File: src/rtl/muldiv_ctrl_pkg.sv
// rtl/muldiv_ctrl_pkg.sv - shared op encodings, FSM states and helpers for muldiv_ctrl
package muldiv_ctrl_pkg;

    localparam logic [1:0] OP_MULT  = 2'b00;
    localparam logic [1:0] OP_MULTU = 2'b01;
    localparam logic [1:0] OP_DIV   = 2'b10;
    localparam logic [1:0] OP_DIVU  = 2'b11;

    localparam int DIV_ITERS = 32;

    typedef enum logic [1:0] {
        ST_IDLE = 2'd0,
        ST_MUL  = 2'd1,
        ST_DIV  = 2'd2,
        ST_DONE = 2'd3
    } state_t;

    // Magnitude of a 32-bit operand; only negative values of signed ops are negated.
    function automatic logic [31:0] abs32(input logic [31:0] v, input logic is_signed);
        return (is_signed && v[31]) ? (~v + 32'd1) : v;
    endfunction

endpackage

File: src/rtl/muldiv_ctrl_if.sv
// rtl/muldiv_ctrl_if.sv - EX-stage mul/div request and result bundle
interface muldiv_ctrl_if;
    logic        start;
    logic [1:0]  op;
    logic [31:0] src_a;
    logic [31:0] src_b;
    logic        flush;
    logic        advance;
    logic        stall;
    logic        done;
    logic [31:0] hi_out;
    logic [31:0] lo_out;

    modport master (
        output start, op, src_a, src_b, flush, advance,
        input  stall, done, hi_out, lo_out
    );

    modport slave (
        input  start, op, src_a, src_b, flush, advance,
        output stall, done, hi_out, lo_out
    );
endinterface

File: src/rtl/div_radix2_step.sv
// rtl/div_radix2_step.sv - one combinational restoring-division iteration
module div_radix2_step (
    input  logic [31:0] i_rem,
    input  logic [31:0] i_dvd,
    input  logic [31:0] i_dvs,
    output logic [31:0] o_rem,
    output logic [31:0] o_dvd
);
    logic [32:0] w_shift;
    logic        w_q_bit;

    // Bring the next dividend bit into the partial remainder; subtract only if it fits.
    // The quotient bit is shifted into the freed LSB of the dividend register.
    always_comb begin
        w_shift = {i_rem, i_dvd[31]};
        w_q_bit = (w_shift >= {1'b0, i_dvs});
        o_rem   = w_q_bit ? 32'(w_shift - {1'b0, i_dvs}) : w_shift[31:0];
        o_dvd   = {i_dvd[30:0], w_q_bit};
    end
endmodule

File: src/rtl/muldiv_ctrl.sv
// rtl/muldiv_ctrl.sv - EX-stage mul/div sequencer with stall/done handshake (option: DIV_ZERO_FAST_EN)
import muldiv_ctrl_pkg::*;

module muldiv_ctrl #(
    parameter int MUL_CYCLES = 4
) (
    input  logic           clk,
    input  logic           rst,
    muldiv_ctrl_if.slave   bus
);
    state_t      r_state;
    state_t      w_next;

    logic        r_sign_a;
    logic        r_sign_b;
    logic [31:0] r_a_raw;
    logic [63:0] r_prod;
    logic [31:0] r_rem;
    logic [31:0] r_dvd;
    logic [31:0] r_dvs;
    logic [3:0]  r_mul_cnt;
    logic [4:0]  r_div_cnt;
    logic [31:0] r_hi;
    logic [31:0] r_lo;

    logic        w_accept;
    logic        w_op_signed;
    logic        w_op_div;
    logic [31:0] w_mag_a;
    logic [31:0] w_mag_b;
    logic [63:0] w_prod;
    logic [63:0] w_mul_res;
    logic [31:0] w_rem_nxt;
    logic [31:0] w_dvd_nxt;
    logic [31:0] w_quo_fix;
    logic [31:0] w_rem_fix;
    logic        w_stall;
    logic        w_done;
`ifdef DIV_ZERO_FAST_EN
    logic        w_div_zero_in;
`endif

    // Operand decode and magnitude/product formation for the accept cycle.
    always_comb begin
        w_op_signed = (bus.op == OP_MULT) || (bus.op == OP_DIV);
        w_op_div    = (bus.op == OP_DIV)  || (bus.op == OP_DIVU);
        w_accept    = (r_state == ST_IDLE) && bus.start && !bus.flush;
        w_mag_a     = abs32(bus.src_a, w_op_signed);
        w_mag_b     = abs32(bus.src_b, w_op_signed);
        w_prod      = {32'd0, w_mag_a} * {32'd0, w_mag_b};
`ifdef DIV_ZERO_FAST_EN
        w_div_zero_in = w_op_div && (bus.src_b == 32'd0);
`endif
    end

    div_radix2_step u_step (
        .i_rem (r_rem),
        .i_dvd (r_dvd),
        .i_dvs (r_dvs),
        .o_rem (w_rem_nxt),
        .o_dvd (w_dvd_nxt)
    );

    // Sign fixups; unsigned ops latch zero signs so these pass straight through.
    always_comb begin
        w_mul_res = (r_sign_a ^ r_sign_b) ? (~r_prod + 64'd1) : r_prod;
        w_quo_fix = (r_sign_a ^ r_sign_b) ? (~w_dvd_nxt + 32'd1) : w_dvd_nxt;
        w_rem_fix = r_sign_a ? (~w_rem_nxt + 32'd1) : w_rem_nxt;
    end

    // FSM state register.
    always_ff @(posedge clk) begin
        if (rst) r_state <= ST_IDLE;
        else     r_state <= w_next;
    end

    // Next-state logic; flush aborts from any state, DONE ignores start.
    always_comb begin
        w_next = r_state;
        if (bus.flush) begin
            w_next = ST_IDLE;
        end else begin
            case (r_state)
                ST_IDLE: begin
                    if (bus.start) begin
                        if (!w_op_div) w_next = ST_MUL;
`ifdef DIV_ZERO_FAST_EN
                        else if (w_div_zero_in) w_next = ST_DONE;
`endif
                        else w_next = ST_DIV;
                    end
                end
                ST_MUL:  if (r_mul_cnt == 4'd0) w_next = ST_DONE;
                ST_DIV:  if (r_div_cnt == 5'd0) w_next = ST_DONE;
                ST_DONE: if (bus.advance) w_next = ST_IDLE;
                default: w_next = ST_IDLE;
            endcase
        end
    end

    // Hazard-unit handshake: stall while busy or holding a result, dropped on flush.
    always_comb begin
        w_stall = 1'b0;
        w_done  = 1'b0;
        if (!rst && !bus.flush) begin
            w_stall = (r_state == ST_IDLE) ? bus.start : 1'b1;
            w_done  = (r_state == ST_DONE);
        end
    end

    // Datapath: operand latch on accept, multiply hold countdown, one divide step per cycle.
    always_ff @(posedge clk) begin
        if (rst) begin
            r_sign_a  <= 1'b0;
            r_sign_b  <= 1'b0;
            r_a_raw   <= '0;
            r_prod    <= '0;
            r_rem     <= '0;
            r_dvd     <= '0;
            r_dvs     <= '0;
            r_mul_cnt <= '0;
            r_div_cnt <= '0;
            r_hi      <= '0;
            r_lo      <= '0;
        end else begin
            case (r_state)
                ST_IDLE: begin
                    if (w_accept) begin
                        r_sign_a  <= w_op_signed & bus.src_a[31];
                        r_sign_b  <= w_op_signed & bus.src_b[31];
                        r_a_raw   <= bus.src_a;
                        r_prod    <= w_prod;
                        r_rem     <= '0;
                        r_dvd     <= w_mag_a;
                        r_dvs     <= w_mag_b;
                        r_mul_cnt <= 4'(MUL_CYCLES - 1);
                        r_div_cnt <= 5'(DIV_ITERS - 1);
`ifdef DIV_ZERO_FAST_EN
                        if (w_div_zero_in) begin
                            r_hi <= bus.src_a;
                            r_lo <= 32'hFFFF_FFFF;
                        end
`endif
                    end
                end
                ST_MUL: begin
                    if (!bus.flush) begin
                        if (r_mul_cnt == 4'd0) {r_hi, r_lo} <= w_mul_res;
                        else                   r_mul_cnt <= r_mul_cnt - 4'd1;
                    end
                end
                ST_DIV: begin
                    if (!bus.flush) begin
                        r_rem <= w_rem_nxt;
                        r_dvd <= w_dvd_nxt;
                        if (r_div_cnt == 5'd0) begin
                            // Zero divisor yields the fixed architectural value, no sign fixup.
                            if (r_dvs == 32'd0) begin
                                r_hi <= r_a_raw;
                                r_lo <= 32'hFFFF_FFFF;
                            end else begin
                                r_hi <= w_rem_fix;
                                r_lo <= w_quo_fix;
                            end
                        end else begin
                            r_div_cnt <= r_div_cnt - 5'd1;
                        end
                    end
                end
                default: ;
            endcase
        end
    end

    assign bus.stall  = w_stall;
    assign bus.done   = w_done;
    assign bus.hi_out = r_hi;
    assign bus.lo_out = r_lo;

endmodule

File: src/flat_wrapper.sv
// flat-port wrapper written by rule: the top's interface ports become plain ports
module muldiv_ctrl_flat 
#(
    parameter int MUL_CYCLES = 4
)
  (clk, rst, bus_start, bus_op, bus_src_a, bus_src_b, bus_flush, bus_advance, bus_stall, bus_done, bus_hi_out, bus_lo_out);
  muldiv_ctrl_if bus_i ();
  input  logic clk;
  input  logic rst;
  input wire logic [$bits(bus_i.start)-1:0] bus_start;
  input wire logic [$bits(bus_i.op)-1:0] bus_op;
  input wire logic [$bits(bus_i.src_a)-1:0] bus_src_a;
  input wire logic [$bits(bus_i.src_b)-1:0] bus_src_b;
  input wire logic [$bits(bus_i.flush)-1:0] bus_flush;
  input wire logic [$bits(bus_i.advance)-1:0] bus_advance;
  output wire logic [$bits(bus_i.stall)-1:0] bus_stall;
  output wire logic [$bits(bus_i.done)-1:0] bus_done;
  output wire logic [$bits(bus_i.hi_out)-1:0] bus_hi_out;
  output wire logic [$bits(bus_i.lo_out)-1:0] bus_lo_out;
  assign bus_i.start = bus_start;
  assign bus_i.op = bus_op;
  assign bus_i.src_a = bus_src_a;
  assign bus_i.src_b = bus_src_b;
  assign bus_i.flush = bus_flush;
  assign bus_i.advance = bus_advance;
  assign bus_stall = bus_i.stall;
  assign bus_done = bus_i.done;
  assign bus_hi_out = bus_i.hi_out;
  assign bus_lo_out = bus_i.lo_out;
  muldiv_ctrl #(.MUL_CYCLES(MUL_CYCLES)) u_core (.clk(clk), .rst(rst), .bus(bus_i));
endmodule
File: config.mk
export PLATFORM = sky130hd
export DESIGN_NAME = muldiv_ctrl_flat
export DESIGN_NICKNAME = d
export VERILOG_FILES = /design/src/rtl/muldiv_ctrl_pkg.sv /design/src/rtl/muldiv_ctrl_if.sv /design/src/rtl/div_radix2_step.sv /design/src/rtl/muldiv_ctrl.sv /design/src/flat_wrapper.sv
export SDC_FILE = /design/constraint.sdc
export NUM_CORES = 2
export LEC_CHECK = 0
export ABC_AREA = 1
export BUFFER_PORTS_ARGS = -buffer_cell sky130_fd_sc_hd__buf_2
export CAP_MARGIN = 20
export CORE_MARGIN = 4
export CORE_UTILIZATION = 43
export DETAILED_ROUTE_END_ITERATION = 6
export PLACE_DENSITY_LB_ADDON = 0.12
export SYNTH_ARGS = -nofsm -noshare
export SYNTH_HDL_FRONTEND = slang
export SYNTH_SLANG_ARGS = --single-unit
File: constraint.sdc
create_clock -name clk -period 15.3 [get_ports clk]
set_input_delay 3.06 -clock clk [delete_from_list [all_inputs] [get_ports clk]]
set_output_delay 3.06 -clock clk [all_outputs]
set_load 0.01 [all_outputs]
# Yosys cells after proc, flatten, opt, wreduce, memory -nomap -nowiden
# Index checks and enable logic that the tools add are counted.
dict set report word_totals {
  ff_bits 269
  latch_bits 0
  mem_bits_rw 0
  rom_bits 0
  input_bits 71
  elab_cells 109
  mem_count 0
}
dict set report op_classes {
  n_addsub 8
  multipliers 1
  n_div 0
  magnitude_cmp 1
  n_eq_ne 14
  n_shift 0
  muxes 41
  bitwise_logic 8
  n_reduce_logical 24
}
# operator count
set ops {}
lappend ops {{32-bit 2-to-1 mux} 19}
lappend ops {{32-bit case mux with 2 select lines} 4}
lappend ops {{32-bit by 1-bit adder with 32-bit output (second input constant)} 4}
lappend ops {{32-bit NOT} 4}
lappend ops {{64-bit by 1-bit adder with 64-bit output (second input constant)} 1}
lappend ops {{32-bit by 32-bit multiplier with 64-bit output} 1}
lappend ops {{64-bit 2-to-1 mux} 1}
lappend ops {{64-bit NOT} 1}
lappend ops {{33-bit by 32-bit >= comparator with 1-bit output} 1}
lappend ops {{32-bit logical NOT} 1}
lappend ops {{32-bit subtractor} 1}
lappend ops {{5-bit 2-to-1 mux} 3}
lappend ops {{4-bit 2-to-1 mux} 3}
lappend ops {{2-bit inequality test (second input constant)} 6}
lappend ops {{4-bit AND reduction} 3}
lappend ops {{2-bit 2-to-1 mux} 5}
lappend ops {{5-bit case mux with 2 select lines} 1}
lappend ops {{2-bit == test (second input constant)} 4}
lappend ops {{2-bit case mux with 4 select lines} 1}
lappend ops {{4-bit case mux with 2 select lines} 1}
lappend ops {{2-bit by 1-bit inequality test with 1-bit output (second input constant)} 3}
lappend ops {{2-bit nonzero test} 3}
lappend ops {{1-bit logical AND} 5}
lappend ops {{5-bit logical NOT} 1}
lappend ops {{14 further kinds} 20}

# Longest topological paths before layout
dict set report depth {
  word_depth 9
  depth_mapped 48
  depth_no_buf 45
}

# Modules after synthesis
# A second synthesis with hierarchy kept.
dict set report hier_totals {
  cells_unflattened 7841
  hier_area_um2 54547.3
}
# mod instances cells_each area_per_inst_um2
set by_module_without_submodules {}
lappend by_module_without_submodules {muldiv_ctrl 1 7162 51146.6}
lappend by_module_without_submodules {div_radix2_step 1 679 3400.8}

# Least setup slack after synthesis
# Ideal clock, no wire load.
dict set report synth_timing {
  kind {input to register}
  startpoint {input port bus_src_a[0]}
  endpoint {register u_core.r_prod[53]}
  setup_time_ns 0.056
  t_arrival_ns 11.489
  t_required_ns 15.244
  path_slack_ns 3.755
  stages 45
  path_cell_list {buf_6 > clkinv_4 > clkbuf_1 > ha_1 > inv_1 > nor2_1 > inv_1 > nor3_1 > nand2_1 > nor3_1 > inv_1 > o21ai_0 > inv_1 > or2_2 > nand2_1 > buf_4 > buf_4 > nor2_1 > (+9 left out) > inv_1 > fa_1 > inv_1 > ha_1 > nand2_1 > nor2_1 > inv_1 > nor3_1 > a21oi_1 > o21ai_0 > a21oi_1 > o21ai_0 > nand2_1 > a21oi_1 > nor2_1 > nand2_1 > nand2_1 > inv_1}
}
dict set report synth_between {
  elab_chain_len 4
}
# item line_no
set synth_rtl {}
lappend synth_rtl {{start: declaration} flat_wrapper.sv:12} ;# input wire logic [$bits(bus_i.src_a)-1:0] bus_src_a;
lappend synth_rtl {{32-bit NOT} muldiv_ctrl_pkg.sv:20} ;# return (is_signed && v[31]) ? (~v + 32'd1) : v;
lappend synth_rtl {{32-bit by 1-bit adder with 32-bit output} muldiv_ctrl_pkg.sv:20}
lappend synth_rtl {{32-bit 2-to-1 mux *} muldiv_ctrl_pkg.sv:20}
lappend synth_rtl {{32-bit by 32-bit multiplier with 64-bit output *} muldiv_ctrl.sv:50} ;# w_prod = {32'd0, w_mag_a} * {32'd0, w_mag_b};
lappend synth_rtl {{end signal: assignment} muldiv_ctrl.sv:132} ;# r_prod <= w_prod;
lappend synth_rtl {{end: declaration} muldiv_ctrl.sv:17} ;# logic [63:0] r_prod;
# Every way passes the cells marked *; elsewhere a longest branch is shown, timed or not.
# A chain may end at the register's enable or synchronous reset.

# Worst setup path in the final report
dict set report layout_timing {
  startpoint {input port bus_src_b[0]}
  endpoint {register u_core.r_prod[60]}
}
dict set report layout_between {
  elab_chain_len 4
}
# item line_no
set layout_rtl {}
lappend layout_rtl {{start: declaration} flat_wrapper.sv:13} ;# input wire logic [$bits(bus_i.src_b)-1:0] bus_src_b;
lappend layout_rtl {{32-bit NOT} muldiv_ctrl_pkg.sv:20}
lappend layout_rtl {{32-bit by 1-bit adder with 32-bit output} muldiv_ctrl_pkg.sv:20}
lappend layout_rtl {{32-bit 2-to-1 mux *} muldiv_ctrl_pkg.sv:20}
lappend layout_rtl {{32-bit by 32-bit multiplier with 64-bit output *} muldiv_ctrl.sv:50}
# Marked as above.

==> results.toml <==
[clock_network]
clkSlewWorstSetupHoldPaths_ns = 0.06
cts_tree = "yes"
cts-buffers-inserted = 31
postCtsHoldBufs = 0
clk_latency_ns = 0.62
post_cts_buffers = 0
h-tree-depth = 1
cts.sinks = 269
post_cts_resized = 0
clock_path_buffers = 3
cts-root-buf = "clkbuf_16"

[logic_synthesis]
synthArstFlopShare_pct = 0
synth_area_leaders = "fa_1, inv_1, nand2_1, dfxtp_1, ha_1"
synth_top_area_share_pct = 34.3
yosys.area.top_type = "fa_1"
syn_nets = 8579
ys_seq_elements = 269
synth_cells = 7303
synth.cell_area_um2 = 52300
synth-main-ff-cell = "dfxtp_1"
synth.avg_cell_area_um2 = 7.16
synth_edf_count = 0
ys_warn_count = 0
ys_seq_area_share_pct = 10.3
ys_types = 60

[grt]
grt_pass1_wl_um = 329000
gr-total-overflow = 0
track_usage_pct = 35.2
antenna_found_initial = 15
first_global_vias = 49200
grt_max_degree = 92

[final_layout]
final_cell_mix = "inv_1, nand2_1, fa_1"
final_common_cell = "inv_1"
nets = 8548
syn_to_final_growth_pct = 6.99
drive_above_1_share_pct = 6.14

[critical_path]
slowest_delay_ns = 0.76
timing.critical_path.buf_inv = 10
startpoint_type = "input port"
endpoint_kind = "flop"
critPathKind = "in -> reg"
crit_family = "adder cells"
slowest_stage = "inv_1"
required_ns = 15.79
cp.arrival_ns = 13.90
crit_fanout = 24

[placed_design]
dp_hpwl_um = 178000
place_congestion = 1.04
port_buffers = 136

[sta]
tightest_slew_ns = 1.15
fmax_mhz = 74.6
setup_viol = 0
fin_skew_ns = 0.0314
slew_violations = 0
slew_headroom_pct = 23.0
hold_violations = 0
min_period_ns = 13.40
rsz0062_at_grt = "false"
setup-tns-final_ns = 0
period_share_pct = 87.6

[detailed_routing]
wl_um = 223000
postRouteAntennaNets = 0
drc_errors = 0
drt_iter0_drc = 4773
firstDrtPassIters = 6
vias = 48900
vias_per_cell = 5.47
wire_per_inst_um = 25.0

[floorplan]
fp.dieW_um = 357
rows = 127
ios = 137
die_h_um = 357
floorplan.initialDensity_pct = 43.5
die_area_um2 = 127000
core_um2 = 120000

[min_path]
hp-class = "reg -> reg"

[flow_run]
drv_cap = 0

[outcome]
run_status = "complete, no violations"
-- state kept, by name (all words and copies together) (netlist names) --
register           flops
u_core.r_sign_b        1
u_core.r_prod         64
u_core.r_div_cnt       5
u_core.r_a_raw        32
u_core.r_dvd          32
u_core.r_mul_cnt       4
u_core.bus.lo_out     32
u_core.r_dvs          32
u_core.r_state         2
u_core.r_rem          32
u_core.bus.hi_out     32
u_core.r_sign_a        1
-- final timing paths --
| path | depth (start not counted) | to | slack [ns] | from |
|---|---|---|---|---|
| min | 1 | u_core.r_div_cnt[0] | 0.47 | u_core.r_div_cnt[0] |
| min reg2reg | 1 | u_core.r_div_cnt[0] | 0.47 | u_core.r_div_cnt[0] |
| max | 41 | u_core.r_prod[60] | 1.90 | bus_src_b[0] |
| max reg2reg | 24 | u_core.bus.lo_out[24] | 9.80 | u_core.r_dvs[10] |
-- cells in the mapped netlist (8+ instances only) --
cell type,count
inv_1,1648
nand2_1,1444
fa_1,897
nor2_1,859
a21oi_1,437
o21ai_0,391
ha_1,308
dfxtp_1,269
clkbuf_1,242
nand3_1,165
xor2_1,74
nor3_1,59
a31oi_1,57
nand4_1,44
nor4_1,35
xnor2_1,32
buf_1,31
nand2_2,30
or2_2,30
nand3b_1,28
buf_2,23
inv_2,19
o211ai_1,14
clkinv_1,12
o21a_1,12
o221ai_1,12
a221oi_1,11
nor2_2,11
nor3_2,10
o21ai_1,10
o31ai_1,10
a21o_1,9
buf_4,8
-- routing by layer --
metal,routed length [µm],track usage [%]
met2,97200,54.3
met3,22600,6.98
met4,12700,17.0
met5,326,1.55
met1,90600,47.4
-- cell families (layout without fill, tap and decap cells) --
logic type,Yosys count,count (layout),share of synthesized area [%]
other,0,14,0
AOI/OAI and AO/OA,993,993,10.2
xor gates and xnor gates,107,107,1.81
and+or+nand+nor,2738,2738,21.5
buffers and inverters,1991,1985,14.5
DFF,269,269,10.3
adders and majority gates,1205,1205,41.7
-- layout make-up --
class / instances / area, µm²
Inverter: 1680 / 6310
Timing Repair Buffer: 247 / 1570
Clock inverter: 19 / 307
Clock buffer: 39 / 856
Tap cell: 1612 / 2020
Multi-Input combinational cell: 5043 / 39500
Antenna cell: 14 / 35.0
Fill cell: 12700 / 64300
Sequential cell: 269 / 5390
-- metrics by stage --
step | hold WS (ns) | setup slack (ns) | instances | area, µm² | util (%)
6_report | 0.465 | 1.90 | 8923 | 56000 | 46.5
5_1_grt | 0.483 | 1.28 | 8911 | 55900 | 46.5
4_1_cts | 0.455 | 2.09 | 8909 | 55900 | 46.5
3_5_place_dp | 0.444 | 1.47 | 8851 | 54800 | 45.5
3_3_place_gp | 0.447 | 1.61 | 8850 | 54700 | 45.5
2_1_floorplan | 0.422 | 3.76 | 7303 | 52300 | -
Power is not shown: default switching activity piles up to over one toggle a cycle in this logic, so the estimate is an artifact.
